$ cat src/rtl/game_link_pkg.sv
// Shared constants and encodings for the board-to-board game link.
// GAME_LINK_TX_PARITY_EN adds the parity bit state to the byte serializer encoding.
package game_link_pkg;

    localparam logic [7:0] MSG_READY = 8'hA5;
    localparam logic [7:0] MSG_SCORE = 8'h5C;

    localparam logic [2:0] MSG_LEN_READY = 3'd1;
    localparam logic [2:0] MSG_LEN_SCORE = 3'd4;

    // Game state encoding, shared with the receiver side of the link.
    typedef enum logic [1:0] {
        GS_IDLE  = 2'd0,
        GS_WAIT  = 2'd1,
        GS_GAME  = 2'd2,
        GS_SCORE = 2'd3
    } game_state_e;

    typedef enum logic [2:0] {
        BYTE_IDLE   = 3'd0,
        BYTE_START  = 3'd1,
        BYTE_DATA   = 3'd2,
`ifdef GAME_LINK_TX_PARITY_EN
        BYTE_PARITY = 3'd3,
`endif
        BYTE_STOP   = 3'd4
    } byte_state_e;

    function automatic logic [7:0] score_checksum(input logic [15:0] s);
        return MSG_SCORE ^ s[15:8] ^ s[7:0];
    endfunction

endpackage

$ cat src/rtl/game_link_tx_if.sv
// Request/serial-line bundle between game control and the link transmitter.
// Handshake: a request is taken on any pclk edge where busy is low; requests while busy is high are dropped.
interface game_link_tx_if;
    import game_link_pkg::*;

    logic        send_ready;
    logic        send_score;
    logic [15:0] score;
    logic        tx;
    logic        busy;
    logic        done;
    byte_state_e byte_state;

    modport master (
        output send_ready, send_score, score,
        input  tx, busy, done, byte_state
    );

    modport slave (
        input  send_ready, send_score, score,
        output tx, busy, done, byte_state
    );

endinterface

$ cat src/rtl/uart_tx_byte.sv
// Byte serializer: start bit, 8 data bits LSB first, optional even parity, stop bit.
// With GAME_LINK_TX_PARITY_EN defined each frame carries an even-parity bit before the stop bit.
module uart_tx_byte
    import game_link_pkg::*;
#(
    parameter int CLKS_PER_BIT = 564
) (
    input  logic        pclk,
    input  logic        rst_n,
    input  logic        start,
    input  logic [7:0]  data,
    output logic        tx,
    output logic        byte_done,
    output byte_state_e state_dbg
);

    localparam int CNT_W = $clog2(CLKS_PER_BIT);
    localparam logic [CNT_W-1:0] CNT_LAST = CNT_W'(CLKS_PER_BIT - 1);

    byte_state_e      state_q, state_n;
    logic [CNT_W-1:0] cnt_q, cnt_n;
    logic [2:0]       bit_q, bit_n;
    logic [7:0]       shr_q, shr_n;
    logic             tx_q, tx_n;
    logic             bit_end;
`ifdef GAME_LINK_TX_PARITY_EN
    logic             par_q, par_n;
`endif

    always_ff @(posedge pclk or negedge rst_n) begin
        if (!rst_n) begin
            state_q <= BYTE_IDLE;
            cnt_q   <= '0;
            bit_q   <= '0;
            shr_q   <= '0;
            tx_q    <= 1'b1;
`ifdef GAME_LINK_TX_PARITY_EN
            par_q   <= 1'b0;
`endif
        end else begin
            state_q <= state_n;
            cnt_q   <= cnt_n;
            bit_q   <= bit_n;
            shr_q   <= shr_n;
            tx_q    <= tx_n;
`ifdef GAME_LINK_TX_PARITY_EN
            par_q   <= par_n;
`endif
        end
    end

    assign bit_end = (cnt_q == CNT_LAST);

    // tx_n is the line level for the next cycle, so the line always comes from tx_q.
    always_comb begin
        state_n   = state_q;
        cnt_n     = cnt_q;
        bit_n     = bit_q;
        shr_n     = shr_q;
        tx_n      = tx_q;
        byte_done = 1'b0;
`ifdef GAME_LINK_TX_PARITY_EN
        par_n     = par_q;
`endif
        if (state_q != BYTE_IDLE) begin
            cnt_n = bit_end ? '0 : cnt_q + 1'b1;
        end
        case (state_q)
            BYTE_IDLE: begin
                tx_n = 1'b1;
                if (start) begin
                    state_n = BYTE_START;
                    cnt_n   = '0;
                    shr_n   = data;
                    tx_n    = 1'b0;
`ifdef GAME_LINK_TX_PARITY_EN
                    par_n   = ^data;
`endif
                end
            end
            BYTE_START: begin
                if (bit_end) begin
                    state_n = BYTE_DATA;
                    bit_n   = '0;
                    tx_n    = shr_q[0];
                end
            end
            BYTE_DATA: begin
                if (bit_end) begin
                    if (bit_q == 3'd7) begin
`ifdef GAME_LINK_TX_PARITY_EN
                        state_n = BYTE_PARITY;
                        tx_n    = par_q;
`else
                        state_n = BYTE_STOP;
                        tx_n    = 1'b1;
`endif
                    end else begin
                        bit_n = bit_q + 3'd1;
                        shr_n = {1'b0, shr_q[7:1]};
                        tx_n  = shr_q[1];
                    end
                end
            end
`ifdef GAME_LINK_TX_PARITY_EN
            BYTE_PARITY: begin
                if (bit_end) begin
                    state_n = BYTE_STOP;
                    tx_n    = 1'b1;
                end
            end
`endif
            BYTE_STOP: begin
                if (bit_end) begin
                    byte_done = 1'b1;
                    // A start here chains the next frame with no idle cycle.
                    if (start) begin
                        state_n = BYTE_START;
                        shr_n   = data;
                        tx_n    = 1'b0;
`ifdef GAME_LINK_TX_PARITY_EN
                        par_n   = ^data;
`endif
                    end else begin
                        state_n = BYTE_IDLE;
                        tx_n    = 1'b1;
                    end
                end
            end
            default: begin
                state_n = BYTE_IDLE;
                cnt_n   = '0;
                tx_n    = 1'b1;
            end
        endcase
    end

    assign tx        = tx_q;
    assign state_dbg = state_q;

endmodule

$ cat src/rtl/game_link_tx.sv
// Game link transmitter: request arbitration, score latch and message sequencing over uart_tx_byte.
// GAME_LINK_TX_PARITY_EN (passed through to uart_tx_byte) selects 8E1 framing.
module game_link_tx
    import game_link_pkg::*;
#(
    parameter int CLKS_PER_BIT = 564
) (
    input  logic          pclk,
    input  logic          rst_n,
    game_link_tx_if.slave link
);

    logic        busy_q;
    logic        done_q;
    logic [15:0] score_q;
    logic [2:0]  len_q;
    logic [1:0]  idx_q;

    logic        accept;
    logic        last_byte;
    logic        byte_start;
    logic [7:0]  byte_data;
    logic        byte_done;
    logic        tx_line;
    byte_state_e byte_state;

    function automatic logic [7:0] msg_byte(input logic [1:0] idx, input logic is_score,
                                            input logic [15:0] s);
        case (idx)
            2'd0:    return is_score ? MSG_SCORE : MSG_READY;
            2'd1:    return s[15:8];
            2'd2:    return s[7:0];
            default: return score_checksum(s);
        endcase
    endfunction

    assign accept    = !busy_q && (link.send_ready || link.send_score);
    assign last_byte = ({1'b0, idx_q} == (len_q - 3'd1));

    // The first byte is chosen from the live request; later bytes come from the latched score.
    always_comb begin
        byte_start = 1'b0;
        byte_data  = 8'h00;
        if (accept) begin
            byte_start = 1'b1;
            byte_data  = msg_byte(2'd0, link.send_score, link.score);
        end else if (byte_done && !last_byte) begin
            byte_start = 1'b1;
            byte_data  = msg_byte(idx_q + 2'd1, 1'b1, score_q);
        end
    end

    always_ff @(posedge pclk or negedge rst_n) begin
        if (!rst_n) begin
            busy_q  <= 1'b0;
            done_q  <= 1'b0;
            score_q <= '0;
            len_q   <= '0;
            idx_q   <= '0;
        end else begin
            done_q <= 1'b0;
            if (accept) begin
                busy_q  <= 1'b1;
                score_q <= link.score;
                len_q   <= link.send_score ? MSG_LEN_SCORE : MSG_LEN_READY;
                idx_q   <= '0;
            end else if (byte_done) begin
                if (last_byte) begin
                    busy_q <= 1'b0;
                    done_q <= 1'b1;
                end else begin
                    idx_q <= idx_q + 2'd1;
                end
            end
        end
    end

    uart_tx_byte #(
        .CLKS_PER_BIT(CLKS_PER_BIT)
    ) u_byte (
        .pclk      (pclk),
        .rst_n     (rst_n),
        .start     (byte_start),
        .data      (byte_data),
        .tx        (tx_line),
        .byte_done (byte_done),
        .state_dbg (byte_state)
    );

    assign link.tx         = tx_line;
    assign link.busy       = busy_q;
    assign link.done       = done_q;
    assign link.byte_state = byte_state;

endmodule

$ cat src/flat_wrapper.sv
// flat-port wrapper written by rule: the top's interface ports become plain ports
module game_link_tx_flat import game_link_pkg::*;
#(
    parameter int CLKS_PER_BIT = 564
)
  (pclk, rst_n, link_send_ready, link_send_score, link_score, link_tx, link_busy, link_done, link_byte_state);
  game_link_tx_if link_i ();
  input  logic pclk;
  input  logic rst_n;
  input wire logic [$bits(link_i.send_ready)-1:0] link_send_ready;
  input wire logic [$bits(link_i.send_score)-1:0] link_send_score;
  input wire logic [$bits(link_i.score)-1:0] link_score;
  output wire logic [$bits(link_i.tx)-1:0] link_tx;
  output wire logic [$bits(link_i.busy)-1:0] link_busy;
  output wire logic [$bits(link_i.done)-1:0] link_done;
  output wire logic [$bits(link_i.byte_state)-1:0] link_byte_state;
  assign link_i.send_ready = link_send_ready;
  assign link_i.send_score = link_send_score;
  assign link_i.score = link_score;
  assign link_tx = link_i.tx;
  assign link_busy = link_i.busy;
  assign link_done = link_i.done;
  assign link_byte_state = link_i.byte_state;
  game_link_tx #(.CLKS_PER_BIT(CLKS_PER_BIT)) u_core (.pclk(pclk), .rst_n(rst_n), .link(link_i));
endmodule
$ cat config.mk
export PLATFORM = sky130hd
export DESIGN_NAME = game_link_tx_flat
export DESIGN_NICKNAME = d
export VERILOG_FILES = /design/src/rtl/game_link_pkg.sv /design/src/rtl/game_link_tx_if.sv /design/src/rtl/uart_tx_byte.sv /design/src/rtl/game_link_tx.sv /design/src/flat_wrapper.sv
export SDC_FILE = /design/constraint.sdc
export NUM_CORES = 1
export LEC_CHECK = 0
export ABC_CLOCK_PERIOD_IN_PS = 2900
export CORE_MARGIN = 1
export CORE_UTILIZATION = 57
export DETAILED_ROUTE_END_ITERATION = 8
export PLACE_DENSITY = 0.81
export SETUP_SLACK_MARGIN = 0.5
export SLEW_MARGIN = 20
export SYNTH_ARGS = -nofsm -noshare
export SYNTH_HDL_FRONTEND = slang
export SYNTH_HIERARCHICAL = 1
export SYNTH_SLANG_ARGS = --single-unit
$ cat constraint.sdc
create_clock -name pclk -period 2.9 [get_ports pclk]
set_input_delay 0.58 -clock pclk [delete_from_list [all_inputs] [get_ports pclk]]
set_output_delay 0.58 -clock pclk [all_outputs]
set_load 0.02 [all_outputs]
-- Word level (Yosys, flattened, before mapping)
Index checks and enable logic that the tools add are counted.
- bits in registers: 48
- add/sub/neg operators: 4
- eq/ne operators: 15
- muxes and demuxes: 44
- bitwise logic cells: 2
- reduce and logical (&&, ||, !) cells: 19
- operator list (operator ; count):
    $mux W8 ; 7
    $pmux W8 S3 ; 2
    $mux W10 ; 3
    $mux W3 ; 9
    $pmux W10 S2 ; 1
    $mux W1 ; 16
    $pmux W3 S4 ; 1
    $add A10 B1 Y10 const B ; 1
    $eq A10 B10 Y1 const B ; 1
    $ne A2 B2 Y1 const B ; 5
    $reduce_and A4 Y1 ; 2
    $xor A8 B8 Y8 ; 1
    $eq A3 B3 Y1 const B ; 2
    $mux W2 ; 3
    $pmux W3 S2 ; 1
    $reduce_bool A2 Y1 ; 3
    $reduce_bool A3 Y1 ; 2
    $reduce_and A5 Y1 ; 1
    $ne A2 B1 Y1 const B ; 2
    $not A4 Y4 ; 1
    $pmux W1 S4 ; 1
    $reduce_and A2 Y1 ; 2
    $add A3 B1 Y3 const B ; 1
    $eq A2 B3 Y1 ; 1
    other kinds (13) ; 15

-- Depth between registers and ports, before layout
- depth after elaboration: 9
- gate-level depth with buffers: 9

-- Hierarchy
The synthesis kept the hierarchy.
- by module, submodules not included (module ; times used ; cells an instance ; area an instance (µm²) ; seq. area each (µm²)):
    uart_tx_byte ; 1 ; 129 ; 1397.6 ; 626.9
    game_link_tx ; 1 ; 110 ; 1239.9 ; 550.5

-- Least setup slack after synthesis
No wires, ideal clock.
- path type: register -> register
- start point: reg u_core.u_byte.cnt_q[0]
- end point: reg u_core.u_byte.shr_q[2]
- setup time: 125 ps
- arrival time: 2387 ps
- data required time: 2775 ps
- slack: 388 ps
- cell stages (with the launch flop): 10
- buffers on the path: 0
- path through: dfrtp_1 -> ha_1 -> nor3b_2 -> nand3_4 -> nor2b_1 -> nand3_4 -> nand2_1 -> o21ai_0 -> a21oi_4 -> mux2_2
- word-level cells in the longest chain between the ends: 9
- elaborated cells on any way between the ends: 14
- those cells by class: eq/ne: 3; mux: 9; reduce/logical: 2
- RTL lines (element ; RTL line ; RTL):
    from (decl) ; uart_tx_byte.sv:21 ; logic [CNT_W-1:0] cnt_q, cnt_n;
    from (signal assigned) ; uart_tx_byte.sv:42 ; cnt_q <= cnt_n;
    $eq A10 B10 Y1 * ; uart_tx_byte.sv:52 ; assign bit_end = (cnt_q == CNT_LAST);
    $mux W1 * ; uart_tx_byte.sv:114 ; if (bit_end) begin
    $mux W1 * ; uart_tx_byte.sv:68 ; case (state_q)
    named net u_core.byte_done ; game_link_tx.sv:23 ; logic byte_done;
    $logic_and A1 B1 Y1 * ; game_link_tx.sv:47 ; end else if (byte_done && !last_byte) begin
    $mux W1 * ; game_link_tx.sv:47 ;
    $mux W1 * ; game_link_tx.sv:44 ; if (accept) begin
    named net u_core.byte_start ; game_link_tx.sv:21 ; logic byte_start;
    $mux W8 * ; uart_tx_byte.sv:71, uart_tx_byte.sv:117 ;
    $mux W8 ; uart_tx_byte.sv:114 ;
    $pmux W8 S3 * ; uart_tx_byte.sv:68 ;
    to (signal assigned) ; uart_tx_byte.sv:44 ; shr_q <= shr_n;
    to (decl) ; uart_tx_byte.sv:23 ; logic [7:0] shr_q, shr_n;
Mark *: on every way through the listed nets, which the timed path passes. The rest lies on a longest branch. The select of a mux whose other input is x is not followed.
A chain may end at the register's enable or synchronous reset.

-- Final worst setup path
- start point: reg u_core.u_byte.cnt_q[7]
- end point: reg u_core.u_byte.shr_q[2]
The elaborated chain is that of the path after synthesis.

==> impl_results.md <==
* Synth area leaders: dfrtp_1 44%, mux2_2 12%, a21oi_1 3.8%
* Detailed Place HPWL at about 3.5 mm
* Commonest cells after routing, fill and taps aside: 46 x dfrtp_1, 27 x mux2_2, 24 x clkdlybuf4s50_1
* Vias in the first global route at approximately 1900
* Final Hold Viols at 0
* CTS Hold Bufs at 0
* Number of synthesis warnings at 6
* Routed vias at around 1900
* Routability cong. at 0.825
* Worst EP arrival at 2440 ps
* Setup TNS at 0 ps
* Vias per cell at 5.95
* Area growth syn-to-layout at 17.6%
* Global-route wire length before repair at a little under 9 mm
* Cell area power density at 404 mW/mm^2
* Syn avg cell area at around 11 sq um
* # H-tree levels at 2
* Final WL at between 4 and 5 mm
* Gr ovfl total at 0
* Largest fanout on the critical path at 7
* Hold Path Class: input port to async pin
* Port Buf Inserts at 25
* Seq cells post-synth at 47
* Distinct cells, synth at 50
* Placed Cells incl. Taps at between 300 and 400
* Clock buffer count from CTS at 5
* Status: finished clean
* Tcrit/Tclk final at 0.775
* Synth area leader: dfrtp_1
* Clk Latency, worst-skew pair at roughly 300 ps
* Share of cells above drive strength 1 at 0.219
* Initial Utilization at 0.598
* Die Width at approximately 70 um
* Die area at slightly below 0.005 sq mm
* CP endpoint kind: flop
* Synth top area share at 0.436
* Post-synth EDFFs at 0
* CTS tree: done
* Ys async rst share at 1.00
* Root Buffer: clkbuf_8
* Top Ports at 26
* Final ANT Viol Nets at 0
* Clk pin slew, worst setup/hold paths at ~90 ps
* Die H at about 70 um
* Largest net degree at the start of global routing at 48
* Post-Syn Nets at about 270
* CP Class: flop to flop
* RSZ-0062 raised after global routing: false
* Synthesized cell area at ~0.0026 sq mm
* Max-slew headroom at 0.560
* Non-Filler Instances at ~320
* Max IR drop VDD at a little over 0.4 mV
* Final Max Slew Viols at 0
* Least-Margin Pin Slew at 656 ps
* Initial antenna violation count at 0
* GRT Total Usage at 0.225
* Post-synthesis sequential area ratio at 0.446
* Clock Tree Buf Depth at 2
* Tmin final at approximately 2200 ps
* Final setup fails at 0
* Cell count after synthesis at 239
* Most common cell after layout, fill and taps aside: dfrtp_1
* Worst endpoint required time at between 3000 and 4000 ps
* Avg WL per Cell at roughly 15 um
* Max-Cap Viols at 0
* Row count at 24
* Skew final at around 7.6 ps
* Nets at 296
* Cell leakage power at 1.36 nW
* Core ar. at 0.00441 sq mm
* CP startpoint kind: flop
* Top_reg_cell synth: dfrtp_1
* DR DRC count at 0
* 1st-iter DRT viols at 142
* Fmax at 0.445 GHz
* N_diodes at 0
* CTS Sinks at 47
* First-pass DRT Iterations at 4
[timing repair]
| item | in CTS | in global routing |
|---|---|---|
| pin swaps | 0 | 1 |
| buffers inserted | 3 | 1 |
| resized for setup | 2 | 2 |
| setup endpoints to repair | 8 | 8 |
[worst max-delay path, stage by stage, from the launching register on]
cell	delay [ps]
dfrtp_1	440
nor4b_4	440
nand3_4	160
nor2b_4	160
nand3_4	100
nand2_1	100
o21ai_1	100
a21oi_4	260
mux2_2	380
[area by class of cell]
type / instances / area (sq um)
clock buffers: 6 / 82.6
clock inverters: 2 / 35.0
fillers: 346 / 1310
inverters: 12 / 45.0
multi-input cells: 169 / 1380
flip-flops and latches: 47 / 1180
well taps: 52 / 65.1
repair buffers: 34 / 315
[worst paths after layout]
check / startpoint / endpoint / slack [ps] / cells after the start
hold / removal: rst_n / u_core/u_byte/cnt_q[5] / 280 / 1
setup reg to reg: u_core/u_byte/cnt_q[7] / u_core/u_byte/shr_q[2] / 650 / 8
min in group pclk: u_core/u_byte/shr_q[7] / u_core/u_byte/shr_q[7] / 510 / 1
max in group asynchronous: rst_n / u_core/u_byte/shr_q[4] / 2240 / 1
hold reg to reg: u_core/u_byte/shr_q[7] / u_core/u_byte/shr_q[7] / 510 / 1
setup / recovery: u_core/u_byte/cnt_q[7] / u_core/u_byte/shr_q[2] / 650 / 8
[through the flow]
step                hold WS [ps]  worst slack [ps]  total power [W]  area [sq um]   util
floorplan                    284               519         0.000729          2640      -
global placement             485               349         0.000772          2940  0.666
detailed placement           497               247         0.000775          2940  0.666
CTS                          482               544          0.00127          3090  0.700
global route                 318               519          0.00130          3100  0.703
finish                       276               652          0.00125          3100  0.703
[layer usage]
layer | wire length [um] | GRT usage
met4 | 63 | 0.0711
met1 | 2200 | 0.291
met3 | 217 | 0.0447
met5 | 0 | 0
met2 | 2460 | 0.380
[cell families (layout without fill, tap and decap cells)]
logic type	after synthesis	count (layout)	synth area share
xor gates and xnor gates	16	16	0.0531
muxes	37	37	0.155
adders and majority gates	7	7	0.0332
DFF	47	47	0.446
and+or+nand+nor	50	50	0.128
AOI/OAI and AO/OA	59	59	0.148
buffers and inverters	23	54	0.0356
[synth_stat cells (2+ instances only)]
library cell / instances
mux2_2: 27
nor2_1: 5
a21o_1: 3
nand2b_1: 3
xnor2_1: 5
a22o_1: 3
nand2_1: 14
and2_1: 2
o21ai_1: 5
nand3_4: 2
o311a_1: 2
a21oi_1: 20
dfrtp_1: 46
buf_2: 6
a221oi_1: 4
o22ai_1: 5
inv_1: 12
clkbuf_1: 5
mux2i_1: 9
xor2_1: 11
nand3_1: 5
nor2b_1: 4
o21ai_0: 6
nand4_1: 3
ha_1: 7
[state kept, by name (all words and copies together), names as in the netlist]
signal / count
u_core/idx_q: 2
u_core/u_byte/state_dbg: 3
u_core/link.done: 1
u_core/u_byte/bit_q: 3
u_core/score_q: 16
u_core/u_byte/cnt_q: 10
u_core/link.busy: 1
u_core/len_q: 2
u_core/u_byte/shr_q: 8
u_core/u_byte/tx: 1
[power by group]
part | switching, W | total (W) | leakage [nW] | internal [W]
registers | 0.0000143 | 0.000685 | 0.581 | 0.000671
clock network | 0.000213 | 0.000492 | 0.0612 | 0.000279
logic | 0.0000289 | 0.0000762 | 0.720 | 0.0000473
Power figures use the tool's default switching activity.
